**src/rtl/chk_err_accum.sv**
```systemverilog
// Generic error accumulator for protocol checkers: masks raw check fires,
// registers them as one-cycle pulses, keeps sticky flags and a saturating
// count of fired checks.
//   clk, reset : clock, synchronous active-high reset
//   raw_i      : unmasked check fires sampled this cycle
//   en_i       : per-check enable mask
//   clear_i    : clears sticky flags and count (this cycle's fires still land)
//   pulse_o    : registered masked fires
//   sticky_o   : OR of all pulses since reset/clear
//   count_o    : saturating number of pulses since reset/clear
module chk_err_accum #(
    parameter int NUM   = 5,
    parameter int CNT_W = 8
) (
    input  logic             clk,
    input  logic             reset,
    input  logic [NUM-1:0]   raw_i,
    input  logic [NUM-1:0]   en_i,
    input  logic             clear_i,
    output logic [NUM-1:0]   pulse_o,
    output logic [NUM-1:0]   sticky_o,
    output logic [CNT_W-1:0] count_o
);
    // Wide enough to hold a saturated count plus every check firing at once.
    localparam int SUM_W = CNT_W + $clog2(NUM + 1);
    localparam logic [SUM_W-1:0] SAT = SUM_W'({CNT_W{1'b1}});

    logic [NUM-1:0]   pulse_d,  pulse_q;
    logic [NUM-1:0]   sticky_d, sticky_q;
    logic [CNT_W-1:0] count_d,  count_q;
    logic [SUM_W-1:0] sum;

    always_comb begin
        pulse_d  = raw_i & en_i;
        // clear wipes history first, then this cycle's pulses are recorded
        sticky_d = (clear_i ? '0 : sticky_q) | pulse_d;
        sum      = clear_i ? '0 : SUM_W'(count_q);
        for (int i = 0; i < NUM; i++) begin
            sum = sum + SUM_W'(pulse_d[i]);
        end
        count_d  = (sum > SAT) ? SAT[CNT_W-1:0] : sum[CNT_W-1:0];
    end

    always_ff @(posedge clk) begin
        if (reset) begin
            pulse_q  <= '0;
            sticky_q <= '0;
            count_q  <= '0;
        end else begin
            pulse_q  <= pulse_d;
            sticky_q <= sticky_d;
            count_q  <= count_d;
        end
    end

    assign pulse_o  = pulse_q;
    assign sticky_o = sticky_q;
    assign count_o  = count_q;
endmodule

```
**config.mk**
```make
export PLATFORM = sky130hd
export DESIGN_NAME = chk_err_accum
export DESIGN_NICKNAME = d
export VERILOG_FILES = /design/src/rtl/chk_err_accum.sv
export SDC_FILE = /design/constraint.sdc
export NUM_CORES = 1
export LEC_CHECK = 0
export BUFFER_PORTS_ARGS = -buffer_cell sky130_fd_sc_hd__buf_2
export CAP_MARGIN = 10
export CORE_MARGIN = 2
export CORE_UTILIZATION = 30
export DETAILED_ROUTE_END_ITERATION = 7
export GPL_ROUTABILITY_DRIVEN = 0
export GPL_TIMING_DRIVEN = 0
export PLACE_DENSITY_LB_ADDON = 0.1
export SLEW_MARGIN = 5
export SYNTH_ARGS = -nofsm -noshare
export SYNTH_HDL_FRONTEND = slang
export SYNTH_SLANG_ARGS = --single-unit
```
**constraint.sdc**
```tcl
create_clock -name clk -period 3.7 [get_ports clk]
set_input_delay 0.74 -clock clk [delete_from_list [all_inputs] [get_ports clk]]
set_output_delay 0.74 -clock clk [all_outputs]
set_load 0.1 [all_outputs]
```
==> metrics.cfg, run 1 <==
[worst_hold_path]
hold_depth=2
worstHoldStart=sticky_o[2]
hp-class=flop to flop
hold_end=sticky_o[2]

[yosys]
yosysMostFrequentCell=dfxtp_1
ys_ff_latch=18
synth-main-ff-cell=dfxtp_1
synth.avg_cell_area_um2=9.27
synthTopCellsByCount=dfxtp_1, nand2_1, a21oi_1, inv_1, nor2_1
yosys.area.top_type_share_pct=42.7
synth_nets=111
synth_edf_count=0
syn-cell-area_um2=843
ys_warn_count=0
async_flop_share_pct=0
synth_area_leader_cell=dfxtp_1
synth.area.top_cells=dfxtp_1, fa_1, a21oi_1, ha_1, nand2_1
syn-instance-count=91
yosysUniqueCellTypes=31
yosysSeqAreaShare_pct=42.7

[floorplan]
dieArea_um2=3250
io_pins=31
die-width_um=57.0
rows=19
initial_core_util_pct=31.1
fp.dieH_um=57.0
coreArea_um2=2710

[timing]
fin_tns_setup_ns=0
worstMarginPinSlew_ns=0.487
fin_crit_ns=3.06
finalCritPeriodShare_pct=82.6
hold_violations=0
max_slew_margin_pct=67.8
setup_slack_ns=0.643
finalSetupViolations=0
grt_setup_unrepaired=false
skew_ns=0.00371
maxSlewViolCount=0
fmax_mhz=327

[clock_tree]
clkTransAtPathRegs_ns=0.11
clock_sinks=18
cts_tree=yes
htree_levels=1
numCtsBuffers=3
root_buffer=clkbuf_4
cts_resized=0
clk_latency_ns=0.30
cts_buffer_depth=2
cts-hold-fix-buffers=0
postCtsSetupRepairBufs=0

[run]
cap_violations=0

[global_route]
grt_pass1_wl_um=3230
grt_overflow=0
grt_max_degree=11
track_usage_pct=12.6
grt_pass1_vias=746
antenna_found_initial=0

[layout]
area_growth_pct=26.1
layout.nets=145
drive_gt1_share_pct=29.8
n_antenna_cell=0
fillers=304

[detailed_routing]
ant_nets=0
wirelength_um=1820
initialDrtViolationCount=15
routed_via_density=4.92
post-route-drc-count=0
vias=762
wl_per_cell_um=11.7
drt_first_pass_iters=3

[critical_path]
critical_path_arrival_ns=3.28
r2r_cells=8
worstSetupStartpointType=input port
required_ns=3.92
crit_type=input port to flop
rrSetupSlack_ns=1.39
crit_fanout=7
reg2reg_to=count_o[6]
r2r-start=count_o[0]
cp-end-kind=flop

[placement]
dp_hpwl_um=1390
place_ws_ns=0.278
io_buffers=29

[power_and_ir_drop]
ir_drop_uv=172
power_density_nw_per_um2=462
leakage_nw=0.522

[status]
status=completed

worst max-delay path: stages:
cell,delay [ns]
buf_2,0.07
nand2_1,0.10
fa_1,0.52
fa_1,0.52
inv_1,0.04
ha_1,0.22
fa_1,0.42
a21o_1,0.26
and4b_1,0.19
nor4_1,0.20
sequential cells by signal (all words and copies together), names as in the netlist:
signal	cells
count_o	8
sticky_o	5
pulse_o	5
area by class of cell:
cell class	count	area, µm²	share of cell area, %
tap	31	38.8	3.65
timing repair buffer	29	145	13.6
multi-input combinational	62	442	41.5
clock buffer	4	36.3	3.41
sequential	18	360	33.9
inverter	8	30.0	2.82
buffer	3	11.3	1.06
power breakdown:
part	total (mW)	internal, mW	switching [mW]
sequential	0.209	0.205	0.00403
combinational	0.155	0.0346	0.121
clock	0.127	0.0601	0.0670
per-layer routing:
| metal | up-vias | global-route usage, % | routed length, µm |
|---|---|---|---|
| li1 | 387 | - | - |
| met2 | 20 | 19.9 | 805 |
| met3 | 5 | 3.17 | 99 |
| met1 | 350 | 15.8 | 869 |
| met5 | - | 0 | 0 |
| met4 | 0 | 6.98 | 45 |
through the flow:
step / std cells / total power [mW] / cell area [µm²] / hold WS [ns] / util (%)
floorplan: 91 / 0.343 / 843 / 0.897 / -
global placement: 151 / 0.369 / 1030 / 0.452 / 37.9
detailed placement: 151 / 0.371 / 1030 / 0.455 / 37.9
CTS: 155 / 0.498 / 1060 / 0.472 / 39.2
global route: 155 / 0.515 / 1060 / 0.502 / 39.2
finish: 155 / 0.491 / 1060 / 0.467 / 39.2
worst max-delay path by stage:
stage | start | end | slack, ns | cells past startpoint
final | raw_i[1] | count_o[6] | 0.64 | 10
after CTS | raw_i[1] | count_o[6] | 0.61 | 10
after global routing | raw_i[1] | count_o[6] | 0.48 | 10
after floorplan | raw_i[1] | count_o[6] | 0.54 | 9
after detailed placement | raw_i[1] | count_o[6] | 0.28 | 10
after global placement | raw_i[1] | count_o[6] | 0.31 | 10
kinds of logic after synthesis:
family | after synthesis | share of synthesized area [%]
xor gates and xnor gates | 1 | 1.04
and+or+nand+nor | 36 | 23.0
buffers and inverters | 11 | 4.90
adders and majority gates | 7 | 13.1
DFF | 18 | 42.7
AOI/OAI and AO/OA | 18 | 15.3
layout by cell type (no fill, tap or decap), drive strengths merged:
master | synthesis | final
clkbuf | 2 | 6
fa | 3 | 3
and4b | 1 | 1
nor4bb | 1 | 1
o31ai | 1 | 1
a311oi | 1 | 1
nand2 | 12 | 12
and3 | 1 | 1
o221ai | 1 | 1
or4 | 1 | 1
nor4b | 1 | 1
nor2 | 7 | 7
nand4 | 1 | 1
buf | 1 | 30
nand3 | 3 | 3
o221a | 1 | 1
a211oi | 2 | 2
nand4b | 1 | 1
and3b | 1 | 1
dfxtp | 18 | 18
xnor2 | 1 | 1
a21oi | 10 | 10
nor2b | 3 | 3
nor3 | 1 | 1
and2 | 1 | 1
nor4 | 1 | 1
a2bb2oi | 1 | 1
ha | 4 | 4
inv | 8 | 8
a21o | 1 | 1
No activity file was read; power rests on OpenSTA's default activity.
==> inputs of run 2 (changes only) <==
ABC_AREA = 1   (was default)
clock period = 2.66 ns   (was 3.7 ns; I/O delays follow)
==> metrics.cfg, run 2 <==
[floorplan]
coreArea_um2=2710
io_pins=31
initial_core_util_pct=31.2
dieArea_um2=3260
die-width_um=57.1
rows=19
fp.dieH_um=57.1

[layout]
n_antenna_cell=0
area_growth_pct=31.7
final_cell_mix=buf_2, nand2_1, dfxtp_1, inv_1, a21oi_1
largest_reg_flops=8
final_common_cell=buf_2
drive_gt1_share_pct=35.0
final_cells=171
layout.nets=161

[placement]
io_buffers=29
dp_hpwl_um=1410
numPlacedInstances=167
place_ws_ns=-0.338

[critical_path]
r2r_cells=11
cp_num_buf_inv=3
cpPeakStageDelay_ns=0.52
required_ns=2.87
crit_fanout=8
cp_slowest_cell=fa_1
reg2reg_to=count_o[5]
crit_chain=buf_2 > nand2_8 > fa_1 > fa_1 > inv_1 > ha_2 > fa_2 > nand2_2 > nand2_4 > nand3_4 > nand3_2 > nand2_1 > inv_1
r2r-start=count_o[0]
critical_path_arrival_ns=2.79
cp-end-kind=flop
rrSetupSlack_ns=0.65
crit_type=input port to flop
worst_path_dominant_cell_family=adder cells
worstSetupStartpointType=input port

[global_route]
antenna_found_initial=0
grt_max_degree=11
grt_overflow=0
track_usage_pct=11.8
grt_pass1_wl_um=2950
grt_pass1_vias=708

[detailed_routing]
drt_first_pass_iters=4
initialDrtViolationCount=24
routed_via_density=4.51
post-route-drc-count=0
vias=772
ant_nets=0
wl_per_cell_um=11.1
wirelength_um=1900

[clock_tree]
clock_sinks=18
numCtsBuffers=3
postCtsSetupRepairBufs=0
clk_latency_ns=0.30
clkTransAtPathRegs_ns=0.11
root_buffer=clkbuf_4
htree_levels=1
cts_tree=yes
cts_buffer_depth=2

[yosys]
syn-cell-area_um2=846
synth_area_leader_cell=dfxtp_1
yosysMostFrequentCell=nand2_1
syn-instance-count=107
synthTopCellsByCount=nand2_1, dfxtp_1, inv_1, a21oi_1, nand3_1
synth.area.top_cells=dfxtp_1, nand2_1, fa_1, inv_1, a21oi_1
synth-main-ff-cell=dfxtp_1
async_flop_share_pct=0
synth_nets=127
synth_edf_count=0
yosysSeqAreaShare_pct=42.6
ys_ff_latch=18
yosysUniqueCellTypes=17
yosys.area.top_type_share_pct=42.6
ys_warn_count=0
synth.avg_cell_area_um2=7.90

[status]
status=completed

[power_and_ir_drop]
power_density_nw_per_um2=609
leakage_nw=0.595
ir_drop_uv=334

[worst_hold_path]
hold_depth=2
hold_end=sticky_o[3]
hp-class=flop to flop
worstHoldStart=sticky_o[3]

[timing]
maxSlewViolCount=0
skew_ns=0.00562
fin_crit_ns=2.58
fmax_mhz=388
setup_slack_ns=0.0798
grt_setup_unrepaired=false
worstMarginPinSlew_ns=0.487
hold_violations=0
max_slew_margin_pct=67.8
finalCritPeriodShare_pct=97.0
finalSetupViolations=0

[run]
cap_violations=0

run 2: cell count changes after synthesis, sizes merged, moves of 2 or more:
cell / delta
inv: +9
nor2b: -3
nand3: +8
nand2: +18
a211oi: -2
run 2: area by class of cell:
cell class	count	area, µm²
multi-input combinational	69	452
timing repair buffer	29	145
sequential	18	362
clock buffer	4	36.3
tap	31	38.8
fill	309	1600
buffer	3	16.3
inverter	17	63.8
run 2: report_power, final:
group / internal, mW / switching, mW / total, mW
sequential: 0.286 / 0.00634 / 0.292
clock: 0.0834 / 0.0913 / 0.175
combinational: 0.0460 / 0.165 / 0.211
total: 0.415 / 0.263 / 0.678
run 2: kinds of logic (layout without fill, tap and decap cells):
logic type                 Yosys count  in the layout  share of synthesized area (%)
and+or+nand+nor                     49             49                           26.3
buffers and inverters               20             53                           9.47
DFF                                 18             18                           42.6
AOI/OAI and AO/OA                   11             11                           6.51
adders and majority gates            7              7                           13.0
xor gates and xnor gates             2              2                           2.07
run 2: timing repair:
item | 4_1_cts | 5_1_grt
gates resized for setup | 0 | 2
hold buffers | 0 | 0
setup endpoints to repair | 1 | 2
pin swaps | 1 | 3
run 2: how the worst max path moves through the flow:
stage	to	slack, ns	cells past startpoint	start
2_1_floorplan	count_o[7]	-0.02	12	raw_i[0]
3_3_place_gp	count_o[5]	-0.29	13	raw_i[0]
3_5_place_dp	count_o[5]	-0.34	13	raw_i[0]
4_1_cts	count_o[5]	0.03	13	raw_i[1]
5_1_grt	count_o[5]	0.005	13	raw_i[0]
6_report	count_o[5]	0.08	13	raw_i[0]
run 2: routing by layer:
metal	wire length [µm]	GRT usage, %	up-vias	share of wire [%]
met5	0	0	-	0
met4	19	5.98	0	1.0
met3	76	2.27	2	4.0
met2	945	20.0	14	50
met1	863	14.1	361	45
li1	-	-	395	-
run 2: worst register-to-register path: cells and delay by family, from the launching register on:
family / cells / cell delay [ns]
buf+inv: 2 / 0.07
flops: 1 / 0.34
simple gates: 6 / 0.51
fa+ha+maj: 3 / 1.01
run 2: through the flow:
step / setup TNS (ns) / hold WS [ns] / power, mW / area (µm²) / utilization [%]
after floorplan: -0.0520 / 0.649 / 0.471 / 886 / -
after global placement: -1.92 / 0.445 / 0.508 / 1070 / 39.5
after detailed placement: -2.27 / 0.455 / 0.512 / 1070 / 39.5
after CTS: 0 / 0.471 / 0.686 / 1110 / 40.8
after global routing: 0 / 0.471 / 0.716 / 1110 / 41.1
final: 0 / 0.467 / 0.678 / 1110 / 41.1
==> inputs of run 3 (changes only) <==
BUFFER_PORTS_ARGS = -buffer_cell sky130_fd_sc_hd__clkbuf_2   (was -buffer_cell sky130_fd_sc_hd__buf_2)
==> metrics.cfg, run 3 (synthesis gave the netlist of run 2 again) <==
[timing]
worstMarginPinSlew_ns=0.547
skew_ns=0.0126
fmax_mhz=396
grt_setup_unrepaired=false
fin_crit_ns=2.53
hold_violations=0
fin_tns_setup_ns=0
finalSetupViolations=0
finalCritPeriodShare_pct=95.0
maxSlewViolCount=0
max_slew_margin_pct=63.7

[worst_hold_path]
worstHoldStart=sticky_o[1]
hp-class=flop to flop

[floorplan]
rows=19
coreArea_um2=2710
io_pins=31
fp.dieH_um=57.1
initial_core_util_pct=31.2
die-width_um=57.1
dieArea_um2=3260

[status]
status=completed

[power_and_ir_drop]
power_density_nw_per_um2=608
ir_drop_uv=401
leakage_nw=0.583

[clock_tree]
htree_levels=1
cts_tree=yes
root_buffer=clkbuf_4
cts_buffer_depth=2
clk_latency_ns=0.30
numCtsBuffers=3
clkTransAtPathRegs_ns=0.11
cts-hold-fix-buffers=0
clock_sinks=18

[detailed_routing]
drt_first_pass_iters=4
ant_nets=0
wirelength_um=1820
wl_per_cell_um=10.6
vias=772
initialDrtViolationCount=7
routed_via_density=4.51
post-route-drc-count=0

[layout]
final_common_cell=clkbuf_2
drive_gt1_share_pct=34.3
final_cell_mix=clkbuf_2, nand2_1, dfxtp_1, inv_1, a21oi_1
multi_input_area_um2=444
n_antenna_cell=0
final_cells=171
layout.nets=161
area_growth_pct=30.8
fillers=314
regArea_um2=362
largest_reg_flops=8

[critical_path]
r2r-start=count_o[0]
critical_path_arrival_ns=2.74
crit_chain=clkbuf_2 > nand2_8 > fa_1 > fa_1 > inv_1 > ha_2 > fa_2 > nand2_1 > nand2_2 > nand3_4 > nand3_2 > nand2_1 > inv_1
startpoint=raw_i[0]
required_ns=2.88
cp_slowest_cell=fa_1
cp-end-kind=flop
cpPeakStageDelay_ns=0.49
crit_fanout=8
worstSetupStartpointType=input port
crit_type=input port to flop

[global_route]
grt_overflow=0
track_usage_pct=12.0
antenna_found_initial=0
grt_pass1_vias=679
grt_pass1_wl_um=2990
grt_max_degree=11

[placement]
io_buffers=29
dp_hpwl_um=1390
numPlacedInstances=167

[run]
cap_violations=0

run 3: changes by cell type in the layout (fill, tap and decap cells not counted):
| cell | before | now |
|---|---|---|
| nand2_4 | 1 | 0 |
| clkbuf_2 | 0 | 29 |
| buf_2 | 30 | 1 |
| nand2_1 | 25 | 26 |
run 3: metal layers:
layer	GRT usage, %	up-vias	routed length [µm]
li1	-	396	-
met1	16.0	351	830
met2	18.7	20	860
met3	2.04	5	81
met4	5.98	0	44
met5	0	-	0
run 3: what timing repair did:
item	CTS	global route
setup endpoints to repair	0	7
gates resized for setup	0	0
setup buffers	0	0
run 3: final timing paths:
kind                            slack (ns)          end  cells past startpoint
worst max register to register        0.61   count_o[5]                     11
worst min-delay path                  0.47  sticky_o[1]                      2
worst min register to register        0.47  sticky_o[1]                      2
worst max-delay path                  0.13   count_o[5]                     13
run 3: worst max-delay path, delay by kind of cell:
kind / cells / cell delay [ns]
adder cells (fa/ha/maj): 4 / 1.46
AND/OR/NAND/NOR: 6 / 0.53
buffers and inverters: 3 / 0.21
run 3: report_power, final:
| group | internal (mW) | switching, mW | leakage, nW |
|---|---|---|---|
| logic | 0.0443 | 0.164 | 0.414 |
| registers | 0.286 | 0.00707 | 0.148 |
| clock network | 0.0834 | 0.0877 | 0.0210 |
| total | 0.414 | 0.259 | 0.583 |
run 3: stage by stage:
stage          hold WS, ns  total power, mW  area (µm²)  utilization, %  setup slack [ns]
2_1_floorplan        0.649            0.471         886               -           -0.0211
3_3_place_gp         0.449            0.508        1070            39.5            -0.299
3_5_place_dp         0.455            0.511        1070            39.5            -0.338
4_1_cts              0.466            0.686        1110            40.8            0.0171
5_1_grt              0.478            0.711        1110            40.8            0.0308
6_report             0.467            0.673        1110            40.8             0.132
run 3: cell type report:
| type | instances | area share, % |
|---|---|---|
| buffer | 3 | 1.47 |
| clock buffer | 4 | 3.28 |
| inverter | 17 | 5.77 |
| multi-input combinational | 69 | 40.2 |
| sequential | 18 | 32.7 |
| tap | 31 | 3.51 |
| timing repair buffer | 29 | 13.1 |
